[config.mk]
export PLATFORM = sky130hd
export DESIGN_NAME = object_pool
export DESIGN_NICKNAME = d
export VERILOG_FILES = /design/src/rtl/object_pool_pkg.sv /design/src/rtl/object_pool_slot.sv /design/src/rtl/object_pool.sv
export SDC_FILE = /design/constraint.sdc
export NUM_CORES = 1
export LEC_CHECK = 0
export CAP_MARGIN = 20
export CORE_ASPECT_RATIO = 1.25
export CORE_MARGIN = 2
export CORE_UTILIZATION = 55
export CTS_BUF_LIST = sky130_fd_sc_hd__clkbuf_16
export CTS_CLUSTER_DIAMETER = 150
export DETAILED_ROUTE_END_ITERATION = 8
export PLACE_DENSITY = 0.91
export SYNTH_ARGS = -nofsm -noshare
export SYNTH_HDL_FRONTEND = slang
export SYNTH_SLANG_ARGS = --single-unit
export TNS_END_PERCENT = 20
[constraint.sdc]
create_clock -name clk -period 5.9 [get_ports clk]
set_input_delay 0.59 -clock clk [delete_from_list [all_inputs] [get_ports clk]]
set_output_delay 0.59 -clock clk [all_outputs]
set_load 0.005 [all_outputs]
[src/rtl/object_pool_pkg.sv]
// Shared constants and slot state encoding for the object pool.
package object_pool_pkg;

  // Default screen geometry and coordinate width.
  localparam int SCREEN_W_DEF = 640;
  localparam int SCREEN_H_DEF = 480;
  localparam int OBJ_W_DEF    = 32;
  localparam int POS_W_DEF    = 11;

  // Per-slot lifecycle.
  typedef enum logic {
    FREE   = 1'b0,
    ACTIVE = 1'b1
  } slot_state_t;

endpackage

[src/rtl/object_pool_slot.sv]
// One object slot: FREE/ACTIVE state plus x/y position registers.
// An object falls by 'speed' per tick. It is freed, without a y update,
// once y+speed reaches the bottom edge. spawn_sel takes priority, so a slot
// that retires on a tick can be refilled on that same tick.
module object_pool_slot
  import object_pool_pkg::*;
#(
  parameter int POS_W    = POS_W_DEF,
  parameter int SCREEN_H = SCREEN_H_DEF
) (
  input  logic             clk,
  input  logic             reset,
  input  logic             tick,
  input  logic             spawn_sel,
  input  logic [POS_W-1:0] speed,
  input  logic [POS_W-1:0] spawn_x,
  output logic             active,
  output logic [POS_W-1:0] x,
  output logic [POS_W-1:0] y,
  output logic             retire
);

  slot_state_t      state_reg, state_next;
  logic [POS_W-1:0] x_reg, x_next;
  logic [POS_W-1:0] y_reg, y_next;
  logic [POS_W:0]   y_sum;
  logic             hits_bottom;

  // One extra bit keeps the sum from wrapping before the bottom-edge compare.
  assign y_sum       = {1'b0, y_reg} + {1'b0, speed};
  assign hits_bottom = (y_sum >= (POS_W+1)'(SCREEN_H));

  // Object leaves the screen on this tick.
  assign retire = tick & (state_reg == ACTIVE) & hits_bottom;

  // Next-state and position update for this slot.
  always_comb begin
    state_next = state_reg;
    x_next     = x_reg;
    y_next     = y_reg;
    if (tick) begin
      if (spawn_sel) begin
        state_next = ACTIVE;
        x_next     = spawn_x;
        y_next     = '0;
      end else if (state_reg == ACTIVE) begin
        if (hits_bottom) begin
          state_next = FREE;
        end else begin
          y_next = y_sum[POS_W-1:0];
        end
      end
    end
  end

  // Slot state and position registers.
  always_ff @(posedge clk) begin
    if (reset) begin
      state_reg <= FREE;
      x_reg     <= '0;
      y_reg     <= '0;
    end else begin
      state_reg <= state_next;
      x_reg     <= x_next;
      y_reg     <= y_next;
    end
  end

  assign active = (state_reg == ACTIVE);
  assign x      = x_reg;
  assign y      = y_reg;

endmodule

[src/rtl/object_pool.sv]
// Multi-object manager: spawns falling objects at random x into the
// lowest-index free slot every SPAWN_INTERVAL frame ticks and retires
// objects that leave the bottom of the screen.
// Optional feature macro: OBJECT_POOL_SPEEDUP_EN (fall speed rises by one
// after every 8th spawn, up to MAX_SPEED).
module object_pool
  import object_pool_pkg::*;
#(
  parameter int NUM_OBJECTS    = 4,
  parameter int POS_W          = POS_W_DEF,
  parameter int RAND_W         = 8,
  parameter int SCREEN_W       = SCREEN_W_DEF,
  parameter int SCREEN_H       = SCREEN_H_DEF,
  parameter int OBJ_W          = OBJ_W_DEF,
  parameter int SPAWN_INTERVAL = 60,
  parameter int SPEED          = 2,
  parameter int MAX_SPEED      = 8
) (
  input  logic                         clk,
  input  logic                         reset,
  input  logic                         enable,
  input  logic                         frame_tick,
  input  logic [RAND_W-1:0]            random_number,
  output logic [NUM_OBJECTS-1:0]       obj_active,
  output logic [NUM_OBJECTS*POS_W-1:0] obj_x,
  output logic [NUM_OBJECTS*POS_W-1:0] obj_y,
  output logic                         spawned,
  output logic                         missed
);

  localparam int CNT_W      = (SPAWN_INTERVAL > 1) ? $clog2(SPAWN_INTERVAL) : 1;
  localparam int PROD_W     = RAND_W + POS_W;
  // Speed never starts above the ceiling.
  localparam int BASE_SPEED = (SPEED > MAX_SPEED) ? MAX_SPEED : SPEED;

  logic                   tick;
  logic [CNT_W-1:0]       cnt_reg;
  logic                   pending_reg;
  logic                   wrap;
  logic                   spawn_req;
  logic                   any_free;
  logic                   spawn_now;
  logic [NUM_OBJECTS-1:0] free_vec;
  logic [NUM_OBJECTS-1:0] sel_vec;
  logic [NUM_OBJECTS:0]   free_below;
  logic [NUM_OBJECTS-1:0] retire_vec;
  logic [PROD_W-1:0]      x_prod;
  logic [POS_W-1:0]       spawn_x;
  logic [POS_W-1:0]       speed;
  logic                   spawned_reg;
  logic                   missed_reg;

  assign tick = frame_tick & enable;

  // Counter expiry on this tick also requests a spawn on this same tick.
  assign wrap      = (cnt_reg == CNT_W'(SPAWN_INTERVAL - 1));
  assign spawn_req = pending_reg | wrap;
  assign any_free  = |free_vec;
  assign spawn_now = tick & spawn_req & any_free;

  // Scale the random value into 0..SCREEN_W-OBJ_W-1.
  assign x_prod  = PROD_W'(random_number) * PROD_W'(SCREEN_W - OBJ_W);
  assign spawn_x = POS_W'(x_prod >> RAND_W);

  // Priority chain: a slot is picked when it is free and no lower slot is.
  assign free_below[0] = 1'b0;
  generate
    for (genvar gi = 0; gi < NUM_OBJECTS; gi++) begin : g_slot
      // A slot retiring this tick counts as free for the spawn.
      assign free_vec[gi]     = ~obj_active[gi] | retire_vec[gi];
      assign free_below[gi+1] = free_below[gi] | free_vec[gi];
      assign sel_vec[gi]      = free_vec[gi] & ~free_below[gi] & spawn_now;

      object_pool_slot #(
        .POS_W    (POS_W),
        .SCREEN_H (SCREEN_H)
      ) u_slot (
        .clk       (clk),
        .reset     (reset),
        .tick      (tick),
        .spawn_sel (sel_vec[gi]),
        .speed     (speed),
        .spawn_x   (spawn_x),
        .active    (obj_active[gi]),
        .x         (obj_x[gi*POS_W +: POS_W]),
        .y         (obj_y[gi*POS_W +: POS_W]),
        .retire    (retire_vec[gi])
      );
    end
  endgenerate

  // Spawn interval counter and the single-bit pending request.
  always_ff @(posedge clk) begin
    if (reset) begin
      cnt_reg     <= '0;
      pending_reg <= 1'b0;
    end else if (tick) begin
      cnt_reg     <= wrap ? '0 : cnt_reg + 1'b1;
      pending_reg <= spawn_req & ~any_free;
    end
  end

  // Event pulses; several retirements on one tick give a single missed pulse.
  always_ff @(posedge clk) begin
    if (reset) begin
      spawned_reg <= 1'b0;
      missed_reg  <= 1'b0;
    end else begin
      spawned_reg <= spawn_now;
      missed_reg  <= |retire_vec;
    end
  end

  assign spawned = spawned_reg;
  assign missed  = missed_reg;

`ifdef OBJECT_POOL_SPEEDUP_EN
  logic [2:0]       spawn_cnt_reg;
  logic [POS_W-1:0] speed_reg;

  // Every 8th spawn bumps the fall speed, saturating at MAX_SPEED.
  always_ff @(posedge clk) begin
    if (reset) begin
      spawn_cnt_reg <= '0;
      speed_reg     <= POS_W'(BASE_SPEED);
    end else if (spawn_now) begin
      spawn_cnt_reg <= spawn_cnt_reg + 1'b1;
      if ((spawn_cnt_reg == 3'd7) && (speed_reg < POS_W'(MAX_SPEED))) begin
        speed_reg <= speed_reg + 1'b1;
      end
    end
  end

  assign speed = speed_reg;
`else
  assign speed = POS_W'(BASE_SPEED);
`endif

endmodule
# == Word level (Yosys, flattened, before mapping) ==
# Cells that the tools add are included.
# op_classes
add_sub_neg,5
mul,1
magnitude_cmp,4
eq_ne,5
n_mux,25
bitwise_logic,34
n_reduce_logical,14
# op_table
op,count
11-bit 2-to-1 mux,12
11-bit by 2-bit adder with 12-bit output (second input constant),4
12-bit by 9-bit greater-or-equal comparator with 1-bit output (second input constant),4
1-bit AND,19
8-bit by 5-bit multiplier with 13-bit output (second input constant),1
1-bit 2-to-1 mux,12
3-bit AND reduction,4
2-bit by 1-bit inequality test with 1-bit output (second input constant),4
1-bit NOT,8
2-bit AND reduction,4
2-bit nonzero test,4
4-bit OR reduction,2
1-bit bitwise OR,7
6-bit by 1-bit adder with 6-bit output (second input constant),1
6-bit equality test (second input constant),1
6-bit 2-to-1 mux,1
# totals
reg_bits,97
elab_cells,104

# == Logic depth before layout (Yosys ltp) ==
# Gate-level depths: netlist of run 1.
# logic_depth
word_depth,11
mapped_depth,12

# == Modules after synthesis ==
# From an unflattened synthesis of run 1, not the netlist that was laid out.
# hier_totals
hier_cells,766
hier_area_um2,6595.1
# by_module_without_submodules
mod,instances,cells_each,area_per_inst_um2
object_pool_slot (g_slot[1].u_slot ...),3,163,1401.3
object_pool_slot (g_slot[0].u_slot),1,159,1346.3
object_pool,1,118,1044.8

# == Worst setup path after synthesis of run 1 ==
# Ideal clock, no wire load.
# synth_path
path_kind,input to register
from,input random_number[1]
to,register g_slot[2].u_slot.x_reg[8]
setup_time_ns,0.065
arrival_ns,2.890
path_slack_ns,2.945
path_stages,12
cell_sequence,ha_1 > inv_1 > fa_1 > inv_1 > ha_1 > nor3_1 > a211oi_1 > a41o_1 > o41a_1 > xnor2_1 > mux2i_1 > nor2_1
# synth_between
elab_chain_len,1
# synth_rtl
item,line_no,rtl
start: declaration,object_pool.sv:23,"input logic [RAND_W-1:0] random_number,"
8-bit by 5-bit multiplier with 13-bit output,object_pool.sv:62,assign x_prod = PROD_W'(random_number) * PROD_W'(SCREEN_W - OBJ_W);
end signal: assignment,object_pool_slot.sv:64,x_reg <= x_next;
end: declaration,object_pool_slot.sv:24,"logic [POS_W-1:0] x_reg, x_next;"
# No other way between the ends.
# A chain may end at the register's enable or synchronous reset.

# == Worst setup path in the final report of run 1 ==
# layout_path
from,input random_number[1]
to,register g_slot[2].u_slot.x_reg[9]
# The elaborated chain is that of the path after synthesis.

==> metrics.cfg, run 1 <==
[timing]
max_freq_ghz=0.288
slew_headroom=0.359
period_share=0.588
tightestPinTransition_ns=0.960
hold_viol=0
setup_viol=0
maxSlewViolCount=0
rsz0062_at_grt=no
fin_skew_ns=0.00757
finalCriticalPeriod_ns=3.47
tns_ns=0

[clock_network]
cts_resized=0
clkLatencyLatePin_ns=0.34
path_clk_slew_ns=0.06
hold_buffers=0
cts_buffer_depth=2
numCtsBuffers=9
cts_tree=done
htreeDepth=3
cts.sinks=93
post_cts_buffers=0
clockRootBuffer=clkbuf_16

[routing]
vias=4284
ant_nets=0
drc=0
wirelength_microns=12000
wl_per_cell_microns=16.1
first_pass_iters=5
drt-initial-drc-count=176
routed_via_density=5.76

[logic_synthesis]
synth-adder-area-share=0.0757
synthCells=535
netlist_area_sq_um=4860
yosys_most_used_dff=dfxtp_1
yosysWarnings=0
synth-edff-count=0
synth_seq_cells=93
synth.distinct_cells=67
synth.area.mux_share=0.0929
synthSimpleGateAreaFrac=0.213
synth_top_family_by_area=simple AND/OR/NAND/NOR gates
yosysSeqAreaShare=0.383
syn_area_per_cell_sq_um=9.09
synth_compound_area_frac=0.128
synth_xor_area_frac=0.0486
synth-async-reset-ratio=0

[place]
gp_congestion=0.879
place_hpwl_microns=8790
port_buffers=97
dp_cells=727

[global_route]
antenna_found_initial=0
overflow=0
grt_max_degree=76
first_global_vias=4054
grt.total_usage=0.256
grt_pass1_wl_microns=19300

[finish]
fin_cells=744
postLayoutCoreUtil=0.706
multi_input_area_sq_um=2750
layout.nets=658
seq_area_sq_um=1860
fill_cells=684
drive_gt1_frac=0.0481
diodes=0
syn_to_final_growth_pct=25.6

[worst_setup_path]
end_kind=register
worstPathArrival_ns=3.67
worst-path-buf-inv=3
crit_chain=clkdlybuf4s50_1 > ha_1 > inv_1 > fa_1 > inv_1 > ha_1 > a21oi_1 > o21ai_0 > o41ai_1 > o31ai_1 > mux2i_1 > nor2_1
crit_required_ns=6.10
cp-start-kind=primary input
crit_type=in2reg
slowest_stage=fa_1
critical_path.max_stage_delay_ns=0.49
crit_family=adder cells
cp_max_fo=4
r2r_slack_ns=2.47

[power_and_ir_drop]
max-vdd-ir-drop_uv=162
leakagePower_uw=0.00247
power.density_nw_per_um2=221

[floorplan]
io_pins=106
dieArea_sq_um=9610
start_util=0.562
core-area_sq_um=8650
rows=38
die_x_microns=88.1
die_y_microns=109

[outcome]
run_status=completed

[flow_run]
cap_viol_max_count=0

[worst_hold_path]
min_path_type=reg2reg

-- layout make-up --
class	count	area share
clock inverters	7	0.00983
flip-flops and latches	93	0.305
multi-input cells	395	0.450
inverters	21	0.0129
well taps	120	0.0246
clock buffers	9	0.0369
repair buffers	99	0.161
-- synth_stat cells, drive strengths merged, types with 2 or more instances --
cell | number | area share
and4 | 3 | 0.0059
a21oi | 17 | 0.020
xnor2 | 10 | 0.018
ha | 23 | 0.059
o21bai | 3 | 0.0054
dfxtp | 93 | 0.38
nand2b | 11 | 0.014
a311oi | 9 | 0.016
mux2i | 44 | 0.091
and2 | 7 | 0.0090
o41ai | 2 | 0.0075
fa | 4 | 0.016
o2111ai | 2 | 0.0036
o21ai | 9 | 0.0093
a41oi | 5 | 0.0090
a21o | 4 | 0.0062
or3b | 2 | 0.0036
o211ai | 3 | 0.0046
buf | 20 | 0.032
nor3 | 9 | 0.010
nor2b | 3 | 0.0039
a22oi | 2 | 0.0031
nand4 | 10 | 0.013
xor2 | 17 | 0.031
nor2 | 77 | 0.059
a31o | 2 | 0.0036
nand2 | 43 | 0.033
nor3b | 5 | 0.0077
nand3 | 18 | 0.020
nand3b | 3 | 0.0046
and3 | 5 | 0.0064
and4b | 4 | 0.0082
or2 | 3 | 0.0039
clkbuf | 13 | 0.010
a211oi | 5 | 0.0077
a31oi | 4 | 0.0051
inv | 21 | 0.016
-- where the power goes --
group	total, uW	switching [uW]	leakage [uW]	internal [uW]
Combinational	157	94.3	0.00157	62.5
Sequential	636	5.24	0.000749	631
Clock	558	235	0.000153	323
-- through the flow --
stage | setup WS [ns] | power [uW] | hold slack (ns) | instance area (sq um)
3_3_place_gp | 2.29 | 799 | 0.451 | 5810
4_1_cts | 2.44 | 1360 | 0.467 | 6100
6_report | 2.43 | 1350 | 0.466 | 6110
5_1_grt | 2.17 | 1410 | 0.495 | 6110
3_5_place_dp | 2.09 | 807 | 0.458 | 5810
2_1_floorplan | 2.94 | 764 | 0.451 | 4890
-- worst register-to-register path: cells and delay by family, from the launching register on --
family	cells	cell delay, ns
AOI/OAI and AO/OA	3	0.48
adders and majority gates	1	0.32
DFF	1	0.47
and+or+nand+nor	4	2.00
-- layout by cell type, fill, tap and decap left out, types with 5 or more instances in the layout --
master           count
nor3_1               8
nor2_1              77
nand2b_1            11
nand3_1             17
dfxtp_1             93
a41oi_1              5
ha_1                23
mux2i_1             44
a311oi_1             9
conb_1               8
clkbuf_16            9
xor2_1              17
and3_1               5
a21oi_1             16
nand4_1             10
inv_1               24
nand2_1             43
o21ai_0              9
a211oi_1             5
clkdlybuf4s50_1     96
and2_1               7
xnor2_1             10
-- routing by layer --
layer | vias to the layer above | GRT usage | wire [microns]
li1 | 2048 | - | -
met1 | 2075 | 0.284 | 4640
met2 | 145 | 0.456 | 6400
met3 | 16 | 0.0802 | 742
met4 | 0 | 0.0909 | 181
met5 | - | 0 | 0
-- cells by family (layout without fill, tap and decap cells) --
group / count (synthesis) / count (layout)
xor+xnor: 27 / 27
simple gates: 208 / 208
buf+inv: 54 / 136
other cells: 1 / 8
fa+ha+maj: 27 / 27
mux: 45 / 45
compound gates: 80 / 80
flops: 93 / 93
-- worst paths after layout --
kind	from	to	depth (start not counted)
setup / recovery	random_number[1]	g_slot[2].u_slot.x[9]$_SDFFE_PP0P_	12
hold / removal	g_slot[2].u_slot.y[9]$_SDFFE_PP0P_	g_slot[2].u_slot.y[9]$_SDFFE_PP0P_	2
setup reg to reg	g_slot[1].u_slot.y[1]$_SDFFE_PP0P_	g_slot[3].u_slot.y[7]$_SDFFE_PP0P_	8
hold reg to reg	g_slot[2].u_slot.y[9]$_SDFFE_PP0P_	g_slot[2].u_slot.y[9]$_SDFFE_PP0P_	2
No activity file was read; power rests on OpenSTA's default activity.
==> run 2: changes to the inputs <==
--- a/config.mk
+++ b/config.mk
@@ -8,11 +8,11 @@
 export CAP_MARGIN = 20
 export CORE_ASPECT_RATIO = 1.25
 export CORE_MARGIN = 2
-export CORE_UTILIZATION = 55
+export CORE_UTILIZATION = 51
 export CTS_BUF_LIST = sky130_fd_sc_hd__clkbuf_16
 export CTS_CLUSTER_DIAMETER = 150
 export DETAILED_ROUTE_END_ITERATION = 8
-export PLACE_DENSITY = 0.91
+export PLACE_DENSITY = 0.85
 export SYNTH_ARGS = -nofsm -noshare
 export SYNTH_HDL_FRONTEND = slang
 export SYNTH_SLANG_ARGS = --single-unit
==> constraint.sdc (replaced) <==
create_clock -name clk -period 3.3 [get_ports clk]
set_input_delay 0.33 -clock clk [delete_from_list [all_inputs] [get_ports clk]]
set_output_delay 0.33 -clock clk [all_outputs]
set_load 0.005 [all_outputs]
==> run 2 against run 1 <==
Global-route usage down 3.6 points. Utilization decreased by 2.9 points. Critical endpoint is now g_slot[3].u_slot.x[8]$_SDFFE_PP0P_. Sequential share of layout area shrank 0.64 points.
==> metrics.cfg, run 2 (synthesized netlist as in run 1, its figures left out) <==
[outcome]
run_status=completed

[worst_hold_path]
min_path_type=reg2reg
holdPathStages=2

[worst_setup_path]
rr_worst_depth=9
crit_start=random_number[1]
cp-start-kind=primary input
crit_required_ns=3.57
crit_type=in2reg
endpoint=g_slot[3].u_slot.x[8]$_SDFFE_PP0P_
r2r_slack_ns=0.38
cp_max_fo=4
rr_endpoint=g_slot[3].u_slot.y[7]$_SDFFE_PP0P_
rr_startpoint=g_slot[3].u_slot.y[1]$_SDFFE_PP0P_
end_kind=register
worstPathArrival_ns=3.33

[clock_network]
cts.sinks=93
clockRootBuffer=clkbuf_16
cts_resized=0
path_clk_slew_ns=0.06
clkLatencyLatePin_ns=0.34
numCtsBuffers=9
htreeDepth=3
post_cts_buffers=0
hold_buffers=0
cts_tree=done
cts_buffer_depth=2

[power_and_ir_drop]
leakagePower_uw=0.00252
cellInternalPower_uw=1920
p_clk_frac=0.432
seqPwrFrac=0.448
comb_power_share=0.120
p_sw_frac=0.244
max-vdd-ir-drop_uv=270
p_sw_uw=618
power.density_nw_per_um2=406

[routing]
drc=0
first_pass_iters=5
vias=4174
wirelength_microns=11600
wl_per_cell_microns=15.3
ant_nets=0
drt-initial-drc-count=223
routed_via_density=5.51

[place]
place_hpwl_microns=8620
post_dp_cell_area_sq_um=5930
port_buffers=97
gp_congestion=0.861
dp_cells=743

[finish]
layout.nets=670
fill_cells=725
layout_commonest_cell=clkdlybuf4s50_1
fin_cells=758
drive_gt1_frac=0.0677
diodes=0
syn_to_final_growth_pct=28.3
postLayoutCoreUtil=0.676
final_cell_area_sq_um=6240
mostFrequentLayoutCells=clkdlybuf4s50_1, dfxtp_1, nor2_1

[flow_run]
cap_viol_max_count=0

[timing]
tightestPinTransition_ns=0.576
maxSlewViolCount=0
fin_skew_ns=0.00942
period_share=0.929
hold_viol=0
whs_ns=0.466
setup_viol=0
finalCriticalPeriod_ns=3.07
slew_headroom=0.616
max_freq_ghz=0.326
rsz0062_at_grt=no

[floorplan]
die_x_microns=91.3
rows=39
dieArea_sq_um=10300
start_util=0.527
core-area_sq_um=9220
die_y_microns=113
io_pins=106

[global_route]
first_global_vias=4041
overflow=0
grt.total_usage=0.220
antenna_found_initial=0
grt_pass1_wl_microns=18800
grt_max_degree=45

[run 2: changes by cell type in the layout (fill, tap and decap cells not counted), sizes merged]
cell / before / now
inv: 24 / 22
clkinvlp: 0 / 2
buf: 3 / 15
bufinv: 1 / 2
clkinv: 3 / 1
[run 2: layer usage]
layer | GRT usage | share of wire
met1 | 0.254 | 0.43
met2 | 0.405 | 0.52
met3 | 0.0386 | 0.042
met4 | 0.0798 | 0.016
met5 | 0 | 0
[run 2: power groups by stage]
| stage | Combinational (uW) | Clock [uW] | Sequential (uW) |
|---|---|---|---|
| floorplan | 206 | 0 | 1160 |
| global placement | 286 | 0 | 1160 |
| detailed placement | 298 | 0 | 1160 |
| CTS | 301 | 1110 | 1140 |
| global route | 334 | 1150 | 1140 |
| finish | 304 | 1090 | 1140 |
[run 2: worst min path at each step]
| stage | start | to | slack, ns |
|---|---|---|---|
| 3_5_place_dp | g_slot[2].u_slot.y[9]$_SDFFE_PP0P_ | g_slot[2].u_slot.y[9]$_SDFFE_PP0P_ | 0.46 |
| 2_1_floorplan | g_slot[2].u_slot.y[9]$_SDFFE_PP0P_ | g_slot[2].u_slot.y[9]$_SDFFE_PP0P_ | 0.45 |
| 3_3_place_gp | g_slot[2].u_slot.y[9]$_SDFFE_PP0P_ | g_slot[2].u_slot.y[9]$_SDFFE_PP0P_ | 0.45 |
| 5_1_grt | g_slot[2].u_slot.y[9]$_SDFFE_PP0P_ | g_slot[2].u_slot.y[9]$_SDFFE_PP0P_ | 0.50 |
| 6_report | g_slot[2].u_slot.y[9]$_SDFFE_PP0P_ | g_slot[2].u_slot.y[9]$_SDFFE_PP0P_ | 0.47 |
| 4_1_cts | g_slot[2].u_slot.y[9]$_SDFFE_PP0P_ | g_slot[2].u_slot.y[9]$_SDFFE_PP0P_ | 0.47 |
[run 2: area by class of cell]
class	count	area, sq um	share of cell area
clock buffers	9	225	0.0361
clock inverters	6	87.6	0.0140
inverters	21	78.8	0.0126
multi-input cells	395	2750	0.440
flip-flops and latches	93	1860	0.298
well taps	123	154	0.0247
repair buffers	111	1080	0.174
[run 2: critical path: stages]
cell and delay, ns:
clkdlybuf4s50_1 0.42, ha_1 0.29, inv_1 0.05, fa_1 0.49, inv_1 0.04, ha_1 0.23
nor3_1 0.21, a211oi_1 0.12, a41o_1 0.26, o41a_1 0.33, xnor2_1 0.32, mux2i_1 0.14
nor2_1 0.10
[run 2: stage by stage]
| step | power, uW | TNS (ns) | setup WS [ns] |
|---|---|---|---|
| 2_1_floorplan | 1370 | 0 | 0.605 |
| 3_3_place_gp | 1450 | 0 | 0.0591 |
| 3_5_place_dp | 1460 | -0.658 | -0.0896 |
| 4_1_cts | 2550 | 0 | 0.251 |
| 5_1_grt | 2620 | 0 | 0.0233 |
| 6_report | 2540 | 0 | 0.234 |
==> RTL edit, RTL diff (config.mk and constraints of run 1) <==
`SPAWN_INTERVAL`: 60 -> 120.
--- a/src/rtl/object_pool.sv
+++ b/src/rtl/object_pool.sv
@@ -14,3 +14,3 @@
   parameter int OBJ_W          = OBJ_W_DEF,
-  parameter int SPAWN_INTERVAL = 60,
+  parameter int SPAWN_INTERVAL = 120,
   parameter int SPEED          = 2,
Behaviour: no difference found for any inputs over 10 cycles, from zero or initial values and one cycle with reset high; that may be too few to reach the edited logic, so the function may still have changed.
==> RTL edit against run 1 <==
  * Synthesized area rose by 0.57%
  * Setup slack got worse by 0.36 ns
  * Routed wire length fell by 0.64%
  * Design area rose by 0.33%
  * First-iteration DRC count rose by 55%
  * Sequential cell count rose by 1
  * Total power fell by 3.1%
  * Count of clock-buffer cells in the layout did not move
  * Fmax fell by 9.4%
  * Utilization rose by 0.23 points
  * Combinational power fell by 6%
  * Sequential power barely moved
==> RTL edit: results (changes against run 1) <==
[clocking]
cts_resized = 0  ; unchanged
root_buffer = clkbuf_16
htreeDepth = 3  ; unchanged
clk_latency_ns = 0.35
post-cts-setup-buffers = 0  ; unchanged
cts.clk_slew.worst_paths_ns = 0.07
cts_buffers = 9  ; unchanged

[drt]
drt_iter0_markers = 273  ; +55%
via_per_inst = 5.70  ; -0.94%
vias = 4312  ; +0.65%
routed_wl_mm = 11.9  ; -0.64%

[logic_synthesis]
avgSynthCellArea_sq_um = 8.94  ; -1.6%
synth_common_cells = dfxtp_1 (94), nor2_1 (75), nand2_1 (41), mux2i_1 (39), inv_1 (30)
synthFlopType = dfxtp_1
synthDominantCellAreaShare_pct = 38.5  ; +0.19 points
synth_area_leaders = dfxtp_1 (38%), mux2i_1 (8.0%), ha_1 (5.9%)
yosys_warnings = 0  ; unchanged
synthArstFlopShare_pct = 0  ; unchanged
synthDistinctLibCells = 65  ; -3.0%
seq_area_frac_synth_pct = 38.5  ; +0.19 points

[place]
dp_slack_ns = 1.77  ; -0.318 ns
place.gp.congestion = 0.863  ; -1.8%
hpwlAfterDp_mm = 8.55  ; -2.8%
place_inst = 741  ; +1.9%
dpl_cell_area_sq_um = 5860  ; +0.88%

[critical_path]
crit_start = g_slot[1].u_slot.y[1]$_SDFFE_PP0P_
crit_fanout = 21  ; +17
ff2ff_path_depth = 8  ; unchanged
ff2ff_setup_slack_ns = 2.07  ; -0.40 ns
slowest_stage = nor3_4
path_class = flop to flop
cp.arrival_ns = 4.03  ; +0.36 ns
r2r_end = g_slot[2].u_slot.x[6]$_SDFFE_PP0P_
cpLargestDelayFamily = simple AND/OR/NAND/NOR gates
critPathMaxStageDelay_ns = 0.96  ; +0.47 ns

[layout]
fin_nets = 671  ; +2.0%
drive_gt1_share_pct = 5.03  ; +0.22 points
nFillCells = 667  ; -2.5%

[grt]
grt_first_pass_wirelength_mm = 19.2  ; -0.28%
grt_pass1_vias = 4172  ; +2.9%
use_met3_pct = 6.46  ; -1.6 points
grt_max_degree = 88  ; +16%
grtUsageMet1_pct = 28.9  ; +0.49 points
grt.total_usage_pct = 25.3  ; -0.25 points
antenna_found_initial = 0  ; unchanged
grt.met2_usage_pct = 45.0  ; -0.61 points

[timing]
relSlewSlack_pct = 25.0  ; -11 points
fmax_mhz = 261  ; -9.4%
skew_ns = 0.00900  ; +0.00143 ns

[power]
p_leak_nw = 2.38  ; -3.9%
irDropWorstVdd_mv = 0.132  ; -19%
p_int_w = 0.000973  ; -4.3%

[outcome]
status = completed

[worst_hold_path]
hp-class = flop to flop

[job]
cap_violations = 0  ; unchanged

==> RTL edit: how the worst min path moves through the flow <==
| stage | startpoint | end | slack [ns] | cells past startpoint |
|---|---|---|---|---|
| 2_1_floorplan | pending_reg$_SDFFE_PP0P_ | pending_reg$_SDFFE_PP0P_ | 0.44 | 2 |
| 4_1_cts | pending_reg$_SDFFE_PP0P_ | pending_reg$_SDFFE_PP0P_ | 0.47 | 2 |
| 3_5_place_dp | pending_reg$_SDFFE_PP0P_ | pending_reg$_SDFFE_PP0P_ | 0.46 | 2 |
| 3_3_place_gp | pending_reg$_SDFFE_PP0P_ | pending_reg$_SDFFE_PP0P_ | 0.46 | 2 |
| 5_1_grt | pending_reg$_SDFFE_PP0P_ | pending_reg$_SDFFE_PP0P_ | 0.50 | 2 |
| 6_report | pending_reg$_SDFFE_PP0P_ | pending_reg$_SDFFE_PP0P_ | 0.47 | 2 |
==> RTL edit: layout make-up <==
type | instances | area share (%)
clock buffer | 9 | 3.67
tap | 120 | 2.45
sequential | 94 | 30.7
clock inverter | 6 | 0.653
inverter | 30 | 1.84
timing repair buffer | 98 | 15.9
multi-input combinational | 399 | 44.8
==> RTL edit: worst reg2reg max path, delay by kind of cell (launching register included) <==
kind | cells | cell delay [ns]
fa+ha+maj | 1 | 0.29
flops | 1 | 0.50
mux | 2 | 0.72
simple gates | 5 | 2.16
==> RTL edit: power by group through the flow <==
stage / Combinational, W / Clock (W) / Sequential, W
after CTS: 0.000147 / 0.000532 / 0.000636
after global routing: 0.000165 / 0.000557 / 0.000636
after global placement: 0.000139 / 0 / 0.000650
after floorplan: 0.000111 / 0 / 0.000650
final: 0.000147 / 0.000526 / 0.000636
after detailed placement: 0.000146 / 0 / 0.000651
==> RTL edit: through the flow <==
stage	utilization [%]	total power, W
after global routing	70.8	0.00136
after detailed placement	67.8	0.000797
after floorplan	-	0.000761
after global placement	67.8	0.000790
final	70.8	0.00131
after CTS	70.8	0.00131
==> RTL edit: routing by layer <==
layer	vias up	wire length, um	part of all wire, %
met5	-	0	0
met4	0	237	2.0
met3	22	699	5.9
met2	157	6280	53
met1	2050	4670	39
li1	2083	-	-
==> RTL edit: cells by family after synthesis <==
kind of cell,synth area share (%)
AOI/OAI and AO/OA,12.8
xor gates and xnor gates,5.02
adders and majority gates,7.52
buffers and inverters,5.91
DFF,38.5
muxes,8.44
other,0.0767
and+or+nand+nor,21.8
